`config.mk`:
```
export PLATFORM = sky130hd
export DESIGN_NAME = servo_pwm_gen
export DESIGN_NICKNAME = d
export VERILOG_FILES = /design/src/rtl/servo_pwm_gen.sv
export SDC_FILE = /design/constraint.sdc
export NUM_CORES = 1
export LEC_CHECK = 0
export ABC_AREA = 1
export BUFFER_PORTS_ARGS = -buffer_cell sky130_fd_sc_hd__buf_2
export CORE_UTILIZATION = 60
export DETAILED_ROUTE_END_ITERATION = 16
export GPL_ROUTABILITY_DRIVEN = 0
export PLACE_DENSITY = 0.76
export SYNTH_ARGS = -nofsm -noshare
export SYNTH_HDL_FRONTEND = slang
export SYNTH_SLANG_ARGS = --single-unit
```
`constraint.sdc`:
```
create_clock -name clk -period 5.3 [get_ports clk]
set_clock_uncertainty 0.2 [all_clocks]
set_input_delay 0.53 -clock clk [delete_from_list [all_inputs] [get_ports clk]]
set_output_delay 0.53 -clock clk [all_outputs]
set_load 0.01 [all_outputs]
```
`src/rtl/servo_pwm_gen.sv`:
```
`default_nettype none
// ============================================================================
// Module   : servo_pwm_gen
// Brief    : Servo PWM generator with frame-aligned width updates and an
//            optional latched over-current fault (SERVO_OC_PROTECT_EN).
// Revision : 1.0
// ============================================================================
module servo_pwm_gen #(
  parameter int CLK_HZ   = 50_000_000,
  parameter int FRAME_US = 20000,
  parameter int MIN_US   = 1000,
  parameter int MAX_US   = 2000,
  parameter int ILIM_MA  = 4000,
  parameter int OC_TICKS = 50000
) (
  input  logic        clk,
  input  logic        rst,
  input  logic [7:0]  cmd_grades,
  input  logic        cmd_valid,
  output logic        cmd_ready,
  input  logic [11:0] current_ma,
  input  logic        fault_clr,
  output logic        pwm_out,
  output logic        frame_start,
  output logic        fault
);

  localparam int TPU         = CLK_HZ / 1_000_000;
  localparam int FRAME_TICKS = FRAME_US * TPU;
  localparam int MIN_TICKS   = MIN_US * TPU;
  localparam int STEP_TICKS  = ((MAX_US - MIN_US) * TPU) / 180;

  localparam logic [19:0] FRAME_LAST = 20'(FRAME_TICKS - 1);
  localparam logic [19:0] MIN_T      = 20'(MIN_TICKS);
  localparam logic [19:0] STEP_T     = 20'(STEP_TICKS);

  typedef enum logic [1:0] {
    IDLE  = 2'd0,
    RUN   = 2'd1,
    FAULT = 2'd2
  } state_t;

  state_t      state, state_next;
  logic [19:0] cnt, active, pending, ticks;
  logic [7:0]  angle_sat;
  logic        pending_valid, pending_valid_next, resume_hold;
  logic        accept, wrap, oc_trip, clr_ok;

  assign accept    = cmd_valid && cmd_ready;
  assign wrap      = (state != IDLE) && (cnt == FRAME_LAST);
  assign angle_sat = (cmd_grades > 8'd180) ? 8'd180 : cmd_grades;
  assign ticks     = MIN_T + 20'(angle_sat) * STEP_T;

`ifdef SERVO_OC_PROTECT_EN
  localparam int              OC_W   = $clog2(OC_TICKS + 1);
  localparam logic [OC_W-1:0] OC_MAX = OC_W'(OC_TICKS);
  localparam logic [11:0]     ILIM   = 12'(ILIM_MA);

  logic [OC_W-1:0] oc_cnt;

  always_ff @(posedge clk) begin
    if (rst) begin
      oc_cnt <= '0;
    end else if (current_ma > ILIM) begin
      if (oc_cnt != OC_MAX) oc_cnt <= oc_cnt + 1'b1;
    end else begin
      oc_cnt <= '0;
    end
  end

  assign oc_trip = (oc_cnt == OC_MAX);
  assign clr_ok  = fault_clr && (oc_cnt == '0);
`else
  logic unused_inputs;
  assign unused_inputs = ^{current_ma, fault_clr, 12'(ILIM_MA), 16'(OC_TICKS)};
  assign oc_trip = 1'b0;
  assign clr_ok  = 1'b0;
`endif

  always_ff @(posedge clk) begin
    if (rst) state <= IDLE;
    else     state <= state_next;
  end

  always_comb begin
    state_next = state;
    case (state)
      IDLE:    if (accept)  state_next = RUN;
      RUN:     if (oc_trip) state_next = FAULT;
      FAULT:   if (clr_ok)  state_next = RUN;
      default: state_next = IDLE;
    endcase
  end

  // An accept always finds the pending slot empty, so it never collides with
  // the wrap-time transfer of pending into active.
  always_comb begin
    pending_valid_next = pending_valid;
    if (wrap && pending_valid)      pending_valid_next = 1'b0;
    if (accept && (state != IDLE))  pending_valid_next = 1'b1;
  end

  always_ff @(posedge clk) begin
    if (rst) begin
      cnt           <= '0;
      active        <= '0;
      pending       <= '0;
      pending_valid <= 1'b0;
      cmd_ready     <= 1'b0;
      pwm_out       <= 1'b0;
      frame_start   <= 1'b0;
      fault         <= 1'b0;
      resume_hold   <= 1'b0;
    end else begin
      pending_valid <= pending_valid_next;
      cmd_ready     <= !pending_valid_next;
      if (accept && (state != IDLE)) pending <= ticks;

      if (state == IDLE) begin
        cnt <= '0;
        if (accept) active <= ticks;
      end else begin
        cnt <= wrap ? 20'd0 : cnt + 20'd1;
        if (wrap && pending_valid) active <= pending;
      end

      frame_start <= (state != IDLE) && (cnt == 20'd0);
      pwm_out     <= (state == RUN) && !resume_hold && (cnt < active);

      // After a fault clear, stay low until the next frame boundary.
      if ((state == FAULT) && clr_ok) resume_hold <= !wrap;
      else if (wrap)                  resume_hold <= 1'b0;

      if (oc_trip)     fault <= 1'b1;
      else if (clr_ok) fault <= 1'b0;
    end
  end

endmodule
`default_nettype wire

```
==> results.toml, run 1 <==
[logic_synthesis]
synth_nets = 742
ys.warnings.count = 0
synth_seq_cells = 61
ys_types = 42
avgSynthCellArea_sq_um = 6.874
syn_area_sq_mm = 0.004509
ys_seq_area_frac = 0.2708
synth_cells = 656

[floorplan]
io_pins = 28
die_area_sq_mm = 0.007866
core_area_sq_mm = 0.007253
die_w_um = 88.69
die_y_um = 88.69
row_count = 31
initial_utilization = 0.6217

[sta]
drv_slew = 0
holdWs_ns = 0.2720
worst_pin_slew_ns = 0.7380
fin_tns_setup_ns = 0
hold_viol = 0
finalCritPeriodShare = 0.7893
relSlewSlack = 0.5068
setup-violations-final = 0
rsz0062_at_grt = "false"
final.min_clock_period_ns = 4.183
fmaxAchievable_ghz = 0.2390

[pwr]
power_frac_clock = 0.325
switchingPower_uw = 510.0
internal-power_uw = 925.1
combPwrFrac = 0.336
leakage_uw = 0.002443
seqPwrFrac = 0.339
powerDensity_mw_per_mm2 = 296.9
swShare = 0.3554
irDropWorstVdd_mv = 0.1578

[clocking]
path_clk_slew_ns = 0.08
cts_buffers = 9
cts_tree = "yes"
clk_path_buf_depth = 2
hold_buffers = 0
cts_setup_buffers = 0
clockRootBuffer = "clkbuf_8"
cts.sinks = 61
cts_resized = 0
h-tree-depth = 3
worst_skew_pair.late_latency_ns = 0.34

[finish]
fill_cells = 674
area_growth_pct = 7.187
nets = 750
drive_above_1_share = 0.08221
n_antenna_cell = 0
post-route-util = 0.6664

[place]
io_buffers = 13
dp_hpwl_um = 7462

[route]
firstDrtPassIters = 4
first_iter_violations = 147
drt-vias-per-instance = 5.255
antenna_left = 0
wire_per_inst_um = 12.60
drt-total-wl_um = 9677
num_vias = 4036
drc = 0

[global_route]
grt_pass1_wl_um = 16550
use_met3 = 0.05224
grt-ovfl-total = 0
grt_start_max_net_pins = 28
antenna_found_initial = 0
met2_usage = 0.5217
grt_use_met1 = 0.3015
grt_most_used_layer = "met2"
gr-usage-all-layers = 0.2745
grt_pass1_vias = 3835

[worst_setup_path]
critPathRequiredTime_ns = 5.34
cp_common_cell = "inv_1"
cp-start-kind = "primary input"
path_max_fanout = 6
endpoint_kind = "flip-flop"
slowest_stage = "fa_1"
path_class = "primary input to flip-flop"
path_cells = "buf_2, inv_1, nand4_1, inv_1, nand2_1, nand2_1, inv_1, nor2_1, inv_1, ha_1, inv_1, fa_1, inv_1, fa_1, ha_1, nand3_1, nand3_1, nand2_1, nand3_1, nand2_1, nand2_1, nor2_1, nor2_1, nor2_1"
crit_arrival_ns = 4.22
cpPeakStageDelay_ns = 0.50

[min_path]
min_path_type = "flip-flop to flip-flop"

[status]
outcome = "finished clean"

[flow_run]
max-cap-violations = 0
flip-flops by register name, summed over array words and instances, names as in the netlist:
register       count
state              1
pending_valid      1
pwm_out            1
cmd_ready          1
active            18
cnt               20
frame_start        1
pending           18
metal layers:
metal	share of wire	routed length [um]
met5	0	0
met4	0.021	203
met3	0.030	287
met2	0.51	4928
met1	0.44	4256
kinds of logic after synthesis:
| group | after synthesis | synth area share |
|---|---|---|
| xor+xnor | 12 | 0.02331 |
| other cells | 1 | 0.0008316 |
| fa+ha+maj | 62 | 0.1853 |
| buf+inv | 126 | 0.1121 |
| flops | 61 | 0.2708 |
| compound gates | 77 | 0.09267 |
| simple gates | 317 | 0.3149 |
cell type report:
cell class              instances  area (sq um)  share of cell area
multi-input cells             469          2783              0.5757
flip-flops and latches         61          1221              0.2527
inverters                     109         409.1             0.08465
clock buffers                  10         137.6             0.02848
well taps                      99         123.9             0.02563
clock inverters                 6         86.33             0.01786
repair buffers                 14         72.57             0.01501
cells in the final DEF, fill, tap and decap left out, types with 4 or more instances in the layout:
| cell | synthesis | layout |
|---|---|---|
| nand2_1 | 154 | 154 |
| inv_1 | 106 | 106 |
| nor2_1 | 83 | 83 |
| dfxtp_1 | 61 | 61 |
| ha_1 | 54 | 54 |
| nand3_1 | 33 | 33 |
| a21oi_1 | 33 | 33 |
| o21ai_1 | 17 | 17 |
| o21ai_0 | 16 | 16 |
| nand4_1 | 14 | 14 |
| buf_2 | 5 | 13 |
| clkbuf_8 | 0 | 10 |
| xor2_1 | 8 | 8 |
| fa_1 | 8 | 8 |
| nor3_1 | 7 | 7 |
| a21oi_2 | 4 | 4 |
| or2_2 | 4 | 4 |
| xnor2_1 | 4 | 4 |
critical path: cells and delay by family:
| family | cells | cell delay, ns |
|---|---|---|
| buf+inv | 7 | 0.58 |
| simple gates | 13 | 1.44 |
| fa+ha+maj | 4 | 1.66 |
power by group through the flow:
| stage | sequential [uW] | combinational, uW | clock, uW |
|---|---|---|---|
| finish | 487 | 482 | 467 |
| global route | 489 | 558 | 494 |
| CTS | 487 | 483 | 473 |
| detailed placement | 497 | 478 | 0 |
| global placement | 496 | 466 | 0 |
| floorplan | 496 | 380 | 0 |
path summary, 6_finish.rpt:
kind	start	to	slack [ns]	cells past startpoint
setup / recovery	cmd_grades[6]	active[12]	1.12	24
hold / removal	pending[3]	pending[3]	0.27	2
setup reg to reg	state[0]	pending[14]	2.86	6
hold reg to reg	pending[3]	pending[3]	0.27	2
through the flow:
step                      setup WS [ns]  instance area (sq um)  power [uW]  instances
after CTS                         1.104                   4833        1443        768
after detailed placement         0.7285                   4609       974.8        752
after floorplan                   1.299                   4509       875.2        656
after global placement           0.8257                   4609       962.9        752
final                             1.117                   4833        1435        768
after global routing             0.7055                   4833        1541        768
cell usage after synthesis, drive strengths merged:
cell	number	area, sq um
nand2	157	601.8
inv	108	405.4
nor2	89	372.9
dfxtp	61	1221
ha	54	675.7
a21oi	37	200.2
nand3	36	202.7
o21ai	33	165.2
nand4	15	108.9
clkbuf	9	33.78
buf	8	62.56
fa	8	160.2
xor2	8	70.07
nor3	7	35.03
nor3b	5	47.54
or2	5	31.28
xnor2	4	35.03
a21o	2	15.01
o211ai	2	15.01
a211oi	1	7.510
a21boi	1	7.510
and3	1	6.260
clkinv	1	3.750
conb	1	3.750
nand3b	1	7.510
nor4	1	6.260
o21a	1	7.510
Note: power is estimated with default switching activity, not from simulation.
==> inputs of run 2 (changes only) <==
ABC_AREA = 0   (was 1)
CORE_UTILIZATION = 55   (was 60)
PLACE_DENSITY = 0.73   (was 0.76)
clock period = 3.35 ns   (was 5.3 ns; I/O delays follow)
==> run 2 against run 1 <==
  * The run now ends with setup timing left
  * Highest routed layer unchanged
  * Largest cell class unchanged
  * Sequential power increased by 59%
  * Clock-buffer cell count increased by 2
  * Critical path depth decreased by 7
  * Final cell count decreased by 17%
==> results.toml, run 2 <==
[status]
outcome = "finished, violations left"
violations = "setup timing"

[min_path]
min_path_type = "primary input to flip-flop"
min_to = "state[0]"
min_from = "cmd_valid"
hold_path_depth = 3

[place]
dp_hpwl_um = 6885
place_area_sq_mm = 0.004651
io_buffers = 13

[global_route]
gr-usage-all-layers = 0.2780
antenna_found_initial = 0
grt_pass1_vias = 3496
grt_pass1_wl_um = 16530
grt-ovfl-total = 0
grt_start_max_net_pins = 46

[route]
num_vias = 3610
drt-total-wl_um = 10680
firstDrtPassIters = 5
drt-vias-per-instance = 5.641
wire_per_inst_um = 16.68
first_iter_violations = 148
drc = 0
antenna_left = 0

[clocking]
cts_tree = "yes"
clk_path_buf_depth = 2
clockRootBuffer = "clkbuf_8"
cts_buffers = 9
path_clk_slew_ns = 0.07
worst_skew_pair.late_latency_ns = 0.35
cts.sinks = 61
h-tree-depth = 3

[finish]
reg_top3 = "cnt (20), active (18), pending (18)"
drive_above_1_share = 0.2865
n_antenna_cell = 0
area_growth_pct = 27.17
stdcell_area_sq_mm = 0.005259
regMostFlops = "cnt"
final_cell_mix = "61 x dfxtp_1, 50 x nor2_1, 46 x buf_4"
largest_reg_flops = 20
layout_commonest_cell = "dfxtp_1"
post-route-util = 0.7250
nets = 623

[pwr]
powerDensity_mw_per_mm2 = 534.6
irDropWorstVdd_mv = 0.3973
leakage_uw = 0.002204

[sta]
relSlewSlack = 0.3455
hold_viol = 0
worst_pin_slew_ns = 0.9790
setup-violations-final = 22
final.min_clock_period_ns = 4.085
finalCritPeriodShare = 1.219
rsz0062_at_grt = "true"
drv_slew = 0
fin_ws_ns = -0.7346
fmaxAchievable_ghz = 0.2448

[logic_synthesis]
synthAdderAreaFrac = 0.2021
synthTopCellsByCount = "61 x dfxtp_1, 54 x ha_1, 50 x nor2_1"
ys_seq_area_frac = 0.2953
async_flop_share = 0
avgSynthCellArea_sq_um = 8.651
synth_area_leaders = "dfxtp_1 30%, ha_1 16%, nor2_1 4.5%, a21oi_1 4.2%, inv_1 4.1%"
synth_nets = 564
synth_seq_cells = 61
synth_top_family_by_area = "adder cells"
yosys.area_share.simple = 0.1903
ys.warnings.count = 0
yosysTopAreaCell = "dfxtp_1"
synth_compound_area_frac = 0.1561
synth_xor_area_frac = 0.05507
synth_top_area_frac = 0.2953
synth_cells = 478
syn_area_sq_mm = 0.004135
ys_types = 55
synth_edf_count = 0
synth_ff_type = "dfxtp_1"
yosysMostFrequentCell = "dfxtp_1"
muxShareOfSynthArea = 0.02693

[worst_setup_path]
endpoint_kind = "flip-flop"
path_class = "primary input to flip-flop"
crit_start = "cmd_grades[0]"
worst-r2r-cell-count = 3
crit_arrival_ns = 4.10
rrSetupSlack_ns = 0.92
cp-start-kind = "primary input"
path_max_fanout = 5
r2r_start = "state[0]"
critPathRequiredTime_ns = 3.37
r2r_end = "pending[13]"

[floorplan]
core_area_sq_mm = 0.007253
die_w_um = 88.71
die_area_sq_mm = 0.007869
initial_utilization = 0.5701
die_y_um = 88.71
io_pins = 28
row_count = 31

[flow_run]
max-cap-violations = 0
-- run 2: changes by cell type in the layout (fill, tap and decap cells not counted), moves of 14 or more --
| cell | previous run | this run |
|---|---|---|
| nor2_1 | 83 | 50 |
| a211oi_1 | 1 | 16 |
| o21ai_0 | 16 | 2 |
| nand2_1 | 154 | 39 |
| nand3_1 | 33 | 10 |
| buf_4 | 1 | 46 |
| ha_1 | 54 | 39 |
| ha_4 | 0 | 15 |
| inv_1 | 106 | 34 |
-- run 2: how the worst max path moves through the flow --
stage,end,slack (ns)
after CTS,active[15],-0.44
after detailed placement,active[15],-1.02
after global routing,pending[13],-0.90
after floorplan,active[15],-0.56
final,pending[13],-0.73
after global placement,active[15],-0.83
-- run 2: power breakdown --
part	internal (uW)	leakage (uW)	switching, uW
registers	757	0.000495	16.0
logic	738	0.00162	684
clock network	323	0.0000905	293
-- run 2: cells by family (layout without fill, tap and decap cells) --
kind of cell,count (synthesis),in the layout
flip-flops,61,61
AO/OA/AOI/OAI,96,96
XOR/XNOR,26,26
multiplexers,11,11
buffers and inverters,67,130
AND/OR/NAND/NOR,154,154
adder cells (fa/ha/maj),62,62
other,1,1
-- run 2: metal layers --
layer	track usage	part of all wire	vias up
li1	-	-	1766
met1	0.3393	0.43	1727
met5	0	0	-
met3	0.04757	0.040	26
met4	0.09677	0.025	0
met2	0.4923	0.50	91
-- run 2: worst max-delay path, stage by stage --
cell and delay, ns:
buf_6 0.10, o21ai_2 0.14, a21oi_2 0.08, o21ai_2 0.22, nand2b_1 0.12, ha_1 0.32, inv_2 0.04, fa_1 0.51
inv_2 0.04, fa_2 0.55, ha_4 0.21, o211ai_1 0.36, o211ai_1 0.25, a21o_1 0.25, a21oi_2 0.19, xor2_2 0.11
o31ai_1 0.27
-- run 2: per-stage QoR --
step           total power (uW)  hold WS [ns]  std cells  TNS, ns  setup slack (ns)
2_1_floorplan              1453        0.2182        478   -4.527           -0.5588
3_3_place_gp               1728        0.2317        606   -13.02           -0.8335
3_5_place_dp               1750        0.2340        606   -15.54            -1.018
4_1_cts                    2571       0.05663        631   -5.455           -0.4400
5_1_grt                    2945        0.1020        640   -12.69           -0.9035
6_report                   2811       0.06602        640   -9.037           -0.7346
-- run 2: area by class of cell --
type	count	area, sq um
multi-input cells	350	3004
fillers	510	1994
flip-flops and latches	61	1221
repair buffers	70	555.5
inverters	45	168.9
clock buffers	12	165.2
well taps	99	123.9
clock inverters	3	20.02
-- run 2: what timing repair did --
| action | in CTS | in global routing |
|---|---|---|
| hold buffers | 0 | 0 |
| setup endpoints to repair | 20 | 22 |
| pin swaps | 30 | 25 |
| setup buffers | 12 | 10 |
| resized for setup | 39 | 18 |
==> inputs of run 3 (changes only) <==
CORE_UTILIZATION = 60   (was 55)
PLACE_DENSITY = 0.76   (was 0.73)
clock period = 4.1 ns   (was 3.35 ns; I/O delays follow)
==> run 3 against run 2 <==
  * Largest cell class unchanged
  * Power is 29% lower
  * Sequential share of layout area is 2.1 points higher
  * Clock-buffer cell count stayed put
  * First-iteration DRC count is 37% lower
  * Via count is 6.8% lower
  * Final cell count is 7.0% lower
  * The flow now finishes without violations
  * Critical endpoint is now active[15]
  * Critical path depth is 1 higher
  * Routed wire length is 18% lower
==> results.toml, run 3 (synthesis results as in run 2) <==
[sta]
hold_viol = 0
relSlewSlack = 0.4646
final.min_clock_period_ns = 3.970
finalCritPeriodShare = 0.9683
rsz0062_at_grt = "true"
holdWs_ns = 0.1485
worst_pin_slew_ns = 0.8007
fmaxAchievable_ghz = 0.2519
setup-violations-final = 0
drv_slew = 0

[floorplan]
initial_utilization = 0.6367
io_pins = 28
die_area_sq_mm = 0.007228
core_area_sq_mm = 0.006495
die_w_um = 85.02
row_count = 29
die_y_um = 85.02

[route]
antenna_left = 0
wire_per_inst_um = 14.67
first_iter_violations = 93
drc = 0
num_vias = 3365
drt-vias-per-instance = 5.655
drt-total-wl_um = 8729
firstDrtPassIters = 4

[clocking]
cts_buffers = 9
path_clk_slew_ns = 0.07
cts_tree = "yes"
worst_skew_pair.late_latency_ns = 0.34
clockRootBuffer = "clkbuf_8"
cts.sinks = 61
clk_path_buf_depth = 2
hold_buffers = 0
h-tree-depth = 3

[worst_setup_path]
rrSetupSlack_ns = 1.54
critPathRequiredTime_ns = 4.16
cp-start-kind = "primary input"
path_max_fanout = 5
crit_arrival_ns = 4.03
r2r_end = "active[5]"
endpoint_kind = "flip-flop"
r2r_start = "state[0]"
worst-r2r-cell-count = 7
path_class = "primary input to flip-flop"

[finish]
regArea_sq_mm = 0.001221
area_growth_pct = 16.58
drive_above_1_share = 0.1931
layout_commonest_cell = "dfxtp_1"
nets = 599
largest_reg_flops = 20
regMostFlops = "cnt"
fill_cells = 486
stdcell_area_sq_mm = 0.004821
n_antenna_cell = 0
reg_top3 = "cnt (20), active (18), pending (18)"
multi_input_area_sq_mm = 0.002796
final_cell_mix = "61 x dfxtp_1, 50 x nor2_1, 44 x ha_1"

[pwr]
total_power_uw = 2007
powerDensity_mw_per_mm2 = 416.3
irDropWorstVdd_mv = 0.1857
leakage_uw = 0.002075

[place]
dp_hpwl_um = 6188
place_area_sq_mm = 0.004384
io_buffers = 13

[global_route]
grt_pass1_vias = 3338
grt_start_max_net_pins = 46
grt-ovfl-total = 0
grt_use_met1 = 0.2988
met2_usage = 0.4465
use_met3 = 0.05447
antenna_found_initial = 0
gr-usage-all-layers = 0.2554
grt_most_used_layer = "met2"
grt_pass1_wl_um = 14640

[min_path]
min_from = "cmd_valid"
hold_path_depth = 3
min_path_type = "primary input to flip-flop"
min_to = "state[0]"

[flow_run]
max-cap-violations = 0

[status]
outcome = "finished clean"
## run 3: cell count changes in the layout (fill, tap and decap cells not counted), moves of 4 or more
cell | before | now
buf_4 | 46 | 33
buf_6 | 12 | 0
inv_1 | 34 | 42
inv_2 | 11 | 3
ha_4 | 15 | 9
o21ai_0 | 2 | 8
ha_1 | 39 | 44
o21ai_1 | 4 | 0
xnor2_1 | 9 | 13
## run 3: where the power goes
part,switching [uW],internal [uW]
sequential,11.9,619
combinational,393,379
clock,231,373
total,636,1370
## run 3: area by class of cell
type / instances / share of cell area
clock buffer: 12 / 0.03218
timing repair buffer: 46 / 0.06488
multi-input combinational: 350 / 0.5801
inverter: 45 / 0.03504
clock inverter: 4 / 0.01453
tap: 77 / 0.01998
sequential: 61 / 0.2533
## run 3: stage by stage
step | setup TNS [ns] | worst slack, ns | util | instances
6_report | 0 | 0.1299 | 0.7422 | 595
4_1_cts | 0 | 0.005204 | 0.7103 | 590
3_5_place_dp | -4.090 | -0.4043 | 0.6750 | 574
5_1_grt | -0.3101 | -0.1339 | 0.7422 | 595
3_3_place_gp | -2.546 | -0.2829 | 0.6750 | 574
2_1_floorplan | 0 | 0.02938 | - | 478
## run 3: worst max path at each step
stage               cells past startpoint  slack, ns          end           from
floorplan                              17       0.03  pending[13]  cmd_grades[0]
global placement                       18      -0.28   active[16]  cmd_grades[0]
detailed placement                     18      -0.40  pending[13]  cmd_grades[0]
CTS                                    19      0.005   active[11]  cmd_grades[0]
global route                           18      -0.13   active[15]  cmd_grades[1]
finish                                 18       0.13   active[15]  cmd_grades[1]
## run 3: worst max-delay path: stages
cell	delay, ns
buf_2	0.11
o21ai_2	0.14
a21oi_2	0.07
o21ai_2	0.22
buf_4	0.16
nand2b_4	0.07
ha_4	0.26
inv_1	0.04
fa_1	0.49
inv_1	0.05
fa_1	0.48
ha_4	0.30
o211ai_1	0.12
o211ai_1	0.25
nand2_1	0.14
o41ai_4	0.41
o41ai_2	0.12
a211oi_1	0.20
## run 3: layer usage
metal  up-vias  wire length (um)
li1       1722                 -
met1      1572              3813
met2        55              4514
met3        16               214
met4         0               186
met5         -                 0
## run 3: what timing repair did
item	in CTS	in global routing
buffers inserted	0	5
pin swaps	1	17
endpoints found under the setup margin	2	17
gates resized for setup	1	27
